===== config.mk =====
export PLATFORM = sky130hd
export DESIGN_NAME = uart_tx_core_flat
export DESIGN_NICKNAME = d
export VERILOG_FILES = /design/src/rtl/uart_tx_core_if.sv /design/src/rtl/uart_tx_core.sv /design/src/flat_wrapper.sv
export SDC_FILE = /design/constraint.sdc
export NUM_CORES = 1
export LEC_CHECK = 0
export CAP_MARGIN = 40
export CORE_AREA = 2 2 44 46
export CTS_BUF_LIST = sky130_fd_sc_hd__clkbuf_4 sky130_fd_sc_hd__clkbuf_8 sky130_fd_sc_hd__clkbuf_16
export DETAILED_ROUTE_END_ITERATION = 12
export DIE_AREA = 0 0 46 48
export PLACE_DENSITY = 0.78
export SLEW_MARGIN = 30
export SYNTH_ARGS = -nofsm -noshare
export SYNTH_HDL_FRONTEND = slang
export SYNTH_SLANG_ARGS = --single-unit

===== constraint.sdc =====
create_clock -name clk -period 4.05 [get_ports clk]
set_clock_uncertainty 0.2 [all_clocks]
set_input_delay 0.6075 -clock clk [delete_from_list [all_inputs] [get_ports clk]]
set_output_delay 0.6075 -clock clk [all_outputs]
set_load 0.05 [all_outputs]

===== src/rtl/uart_tx_core_if.sv =====
// Byte handshake between the UART register block and the transmitter.
interface uart_tx_core_if;
   logic       send;
   logic [7:0] dout;
   logic       busy;

   modport master (output send, output dout, input busy);
   modport slave  (input send, input dout, output busy);
endinterface


===== src/rtl/uart_tx_core.sv =====
// 8N1 serial transmitter paced by a bit-rate enable strobe.
// Define UART_TX_INT_BAUD_EN to derive the bit tick from an internal BUS_CLK/BAUD divider.
module uart_tx_core #(
   parameter int BUS_CLK = 10_000_000,
   parameter int BAUD    = 9_600
) (
   input  logic clk,
   input  logic rst_n,
   input  logic clk_en,
   output logic tx,
   uart_tx_core_if.slave bus
);

   generate
      if (BUS_CLK < BAUD) begin : g_bad_rate
         $error("uart_tx_core: BUS_CLK must not be below BAUD");
      end
   endgenerate

   typedef enum logic [1:0] {IDLE, START, DATA, STOP} state_t;

   state_t     state_reg, state_next;
   logic [7:0] shift_reg, shift_next;
   logic [2:0] cnt_reg, cnt_next;
   logic       tx_reg, tx_next;
   logic       busy_reg, busy_next;
   logic       stop_reg, stop_next;
   logic       accept;
   logic       tick;

`ifdef UART_TX_INT_BAUD_EN
   localparam int DIV = BUS_CLK / BAUD;
   localparam int DW  = (DIV > 1) ? $clog2(DIV) : 1;
   localparam logic [DW-1:0] DIV_LAST = DW'(DIV - 1);

   logic [DW-1:0] div_reg;

   // Restarting on acceptance makes the start bit a full period long.
   always_ff @(posedge clk) begin
      if (!rst_n || accept) begin
         div_reg <= '0;
      end else if (clk_en) begin
         div_reg <= (div_reg == DIV_LAST) ? '0 : div_reg + 1'b1;
      end
   end

   assign tick = clk_en && (div_reg == DIV_LAST);
`else
   assign tick = clk_en;
`endif

   always_ff @(posedge clk) begin
      if (!rst_n) begin
         state_reg <= IDLE;
         shift_reg <= '0;
         cnt_reg   <= '0;
         tx_reg    <= 1'b1;
         busy_reg  <= 1'b0;
         stop_reg  <= 1'b0;
      end else begin
         state_reg <= state_next;
         shift_reg <= shift_next;
         cnt_reg   <= cnt_next;
         tx_reg    <= tx_next;
         busy_reg  <= busy_next;
         stop_reg  <= stop_next;
      end
   end

   always_comb begin
      state_next = state_reg;
      shift_next = shift_reg;
      cnt_next   = cnt_reg;
      tx_next    = tx_reg;
      busy_next  = busy_reg;
      stop_next  = stop_reg;
      accept     = 1'b0;
      case (state_reg)
         IDLE: begin
            tx_next   = 1'b1;
            busy_next = 1'b0;
            if (bus.send) begin
               accept     = 1'b1;
               shift_next = bus.dout;
               busy_next  = 1'b1;
               state_next = START;
            end
         end
         START: begin
            if (tick) begin
               tx_next    = 1'b0;
               cnt_next   = '0;
               state_next = DATA;
            end
         end
         DATA: begin
            if (tick) begin
               tx_next    = shift_reg[0];
               shift_next = {1'b0, shift_reg[7:1]};
               cnt_next   = cnt_reg + 3'd1;
               if (cnt_reg == 3'd7) begin
                  state_next = STOP;
               end
            end
         end
         STOP: begin
            // First tick drives the stop bit, the second one ends it.
            if (tick) begin
               if (!stop_reg) begin
                  tx_next   = 1'b1;
                  stop_next = 1'b1;
               end else begin
                  busy_next  = 1'b0;
                  stop_next  = 1'b0;
                  state_next = IDLE;
               end
            end
         end
         default: state_next = IDLE;
      endcase
   end

   assign tx       = tx_reg;
   assign bus.busy = busy_reg;

endmodule


===== src/flat_wrapper.sv =====
// flat-port wrapper written by rule: the top's interface ports become plain ports
module uart_tx_core_flat 
#(
   parameter int BUS_CLK = 10_000_000,
   parameter int BAUD    = 9_600
)
  (clk, rst_n, clk_en, tx, bus_send, bus_dout, bus_busy);
  uart_tx_core_if bus_i ();
  input  logic clk;
  input  logic rst_n;
  input  logic clk_en;
  output logic tx;
  input wire logic [$bits(bus_i.send)-1:0] bus_send;
  input wire logic [$bits(bus_i.dout)-1:0] bus_dout;
  output wire logic [$bits(bus_i.busy)-1:0] bus_busy;
  assign bus_i.send = bus_send;
  assign bus_i.dout = bus_dout;
  assign bus_busy = bus_i.busy;
  uart_tx_core #(.BUS_CLK(BUS_CLK), .BAUD(BAUD)) u_core (.clk(clk), .rst_n(rst_n), .clk_en(clk_en), .tx(tx), .bus(bus_i));
endmodule

==> flow_summary.ini <==
[clock_tree]
cts.path.max_buffers = 2
htreeDepth = 1
clock_latency_ps = 280
cts_buffers = 3
clock-sinks = 16
ctsResizeCount = 0
root_buffer = clkbuf_4
cts_setup_buffers = 0
cts_tree = yes
hold_buffers = 0
clkTransAtPathRegs_ps = 100

[global_routing]
overflow = 0
antenna_found_initial = 0
first_global_vias = 647
grt_start_max_net_pins = 20
grt_usage = 0.160
grt_pass1_wl_um = 2570

[power]
p_per_area_nw_per_um2 = 677
p_leak_nw = 0.459
ir_drop_mv = 0.371

[yosys]
syn_avg_cell_area_um2 = 9.79
synth_fa_ha_area_frac = 0.0799
yosysTopAreaCellShare = 0.341
ys_warn_count = 0
synth_cell_type_count = 29
netlist_top_cells_area = dfxtp_1 (34%), mux2i_1 (9.6%), ha_1 (8.0%)
synth_area_um2 = 940
synth.largest_area_cell = dfxtp_1
synth_top_family_by_area = compound AO/OA/AOI/OAI gates
synth_xor_area_frac = 0.00932
syn-num-nets = 114
syn_inst = 96
synth-seq-cells = 16
synth-simple-area-share = 0.181
muxShareOfSynthArea = 0.108
synth_compound_area_frac = 0.201
yosysSeqAreaShare = 0.341

[layout]
nNetsFinal = 123
multi_input_area_um2 = 544
layout.area.seq_um2 = 320
largest_reg_flops = 8
fill_cells = 146
diodes = 0
syn_to_final_growth_pct = 13.6
drive_gt1_frac = 0.0673

[worst_setup_path]
critical_path_class = reg2reg
cp_max_fo = 18
setup.worst_path.end_class = flip-flop
start_kind = flip-flop
crit_required_ps = 4020
cp.arrival_ps = 2280

[detailed_routing]
vias_per_cell = 5.74
drtIter0Drc = 5
wirelength_um = 1590
dr.pass1.iters = 4
routed-via-count = 694
wire_per_inst_um = 13.1
ant_nets = 0
drc = 0

[place]
gp_congestion = 0.763
hpwl_um = 1170
io_buffers = 13

[sta]
rsz0062_at_grt = false
finalHoldViolCount = 0
slew_headroom = 0.473
fmax_mhz = 433
finalCriticalPeriod_ps = 2310
setup-tns-final_ps = 0
hold_ws_ps = 274
min_period_over_period = 0.570
slew_viol_final = 0
worst_pin_slew_ps = 790
setup_viol = 0

[floorplanning]
dieArea_um2 = 2210
die_w_um = 46
rows = 15
core-area_um2 = 1690
start_util = 0.556
die_h_um = 48
boundaryPins = 14

[outcome]
status = complete, no violations

[job]
drv_cap = 0

[worst_hold_path]
hold_path_class = reg2reg
kinds of logic (layout without fill, tap and decap cells):
group | after synthesis | in the layout
AO/OA/AOI/OAI | 21 | 21
XOR/XNOR | 1 | 1
adder cells (fa/ha/maj) | 6 | 6
buffers and inverters | 13 | 21
flip-flops | 16 | 16
multiplexers | 10 | 10
AND/OR/NAND/NOR | 29 | 29
final timing paths:
check | from | endpoint | slack [ps] | cells after the start
max | u_core.state_reg[0] | u_core.shift_reg[6] | 1740 | 5
min | u_core.cnt_reg[0] | u_core.cnt_reg[0] | 270 | 2
max reg2reg | u_core.state_reg[0] | u_core.shift_reg[6] | 1740 | 5
min reg2reg | u_core.cnt_reg[0] | u_core.cnt_reg[0] | 270 | 2
per-layer routing:
| layer | track usage | up-vias | wire length, um | share of wire |
|---|---|---|---|---|
| met5 | 0 | - | 0 | 0 |
| met4 | 0.0514 | 0 | 12 | 0.0076 |
| met3 | 0.0340 | 2 | 47 | 0.030 |
| met2 | 0.283 | 10 | 735 | 0.46 |
| met1 | 0.193 | 324 | 792 | 0.50 |
| li1 | - | 358 | - | - |
worst max-delay path: stages (launching register included):
cell,delay (ps)
dfxtp_1,360
inv_1,90
ha_1,670
nand2b_1,350
and3_4,320
o211a_1,210
cells in the mapped netlist:
master,count
o21ba_2,1
and3_4,1
or2_1,1
o22ai_1,1
ha_1,6
buf_2,3
nand2_1,6
o21a_1,1
nor2_1,1
nand3_1,1
mux2_1,1
nand2b_1,4
nor2b_1,5
clkbuf_1,3
nand3b_1,2
inv_1,4
a2111oi_4,1
a32oi_1,2
dfxtp_1,16
o21ai_1,1
and2_1,1
a21boi_1,4
mux2i_1,9
buf_6,3
o21ai_0,2
a21oi_1,1
nand4_1,7
o211a_1,7
xnor2_1,1
stage by stage:
stage	cells	total power, mW	setup WS [ps]	utilization	instance area (um2)
after floorplan	96	0.589	2200	-	940
after global placement	117	0.606	1760	0.610	1030
after detailed placement	117	0.620	1710	0.610	1030
after CTS	121	0.726	1740	0.632	1070
after global routing	121	0.774	1610	0.632	1070
final	121	0.722	1740	0.632	1070
power breakdown:
part           leakage [nW]  switching, mW  internal [mW]  total, mW
logic                 0.307          0.203          0.176      0.379
registers             0.132         0.0298          0.208      0.237
clock network        0.0210         0.0511         0.0546      0.106
cell type report:
| cell class | instances | area share |
|---|---|---|
| well taps | 17 | 0.0199 |
| inverters | 4 | 0.0141 |
| clock buffers | 4 | 0.0340 |
| repair buffers | 13 | 0.122 |
| flip-flops and latches | 16 | 0.300 |
| multi-input cells | 67 | 0.510 |
layout by cell type (no fill, tap or decap), drive strengths merged, types with 2 or more instances in the layout:
cell / count
a21boi: 4
a32oi: 2
clkbuf: 4
clkdlybuf4s50: 13
dfxtp: 16
ha: 6
inv: 4
mux2i: 9
nand2: 6
nand2b: 4
nand3b: 2
nand4: 7
nor2b: 5
o211a: 7
o21ai: 3
No activity file was read; power rests on OpenSTA's default activity.
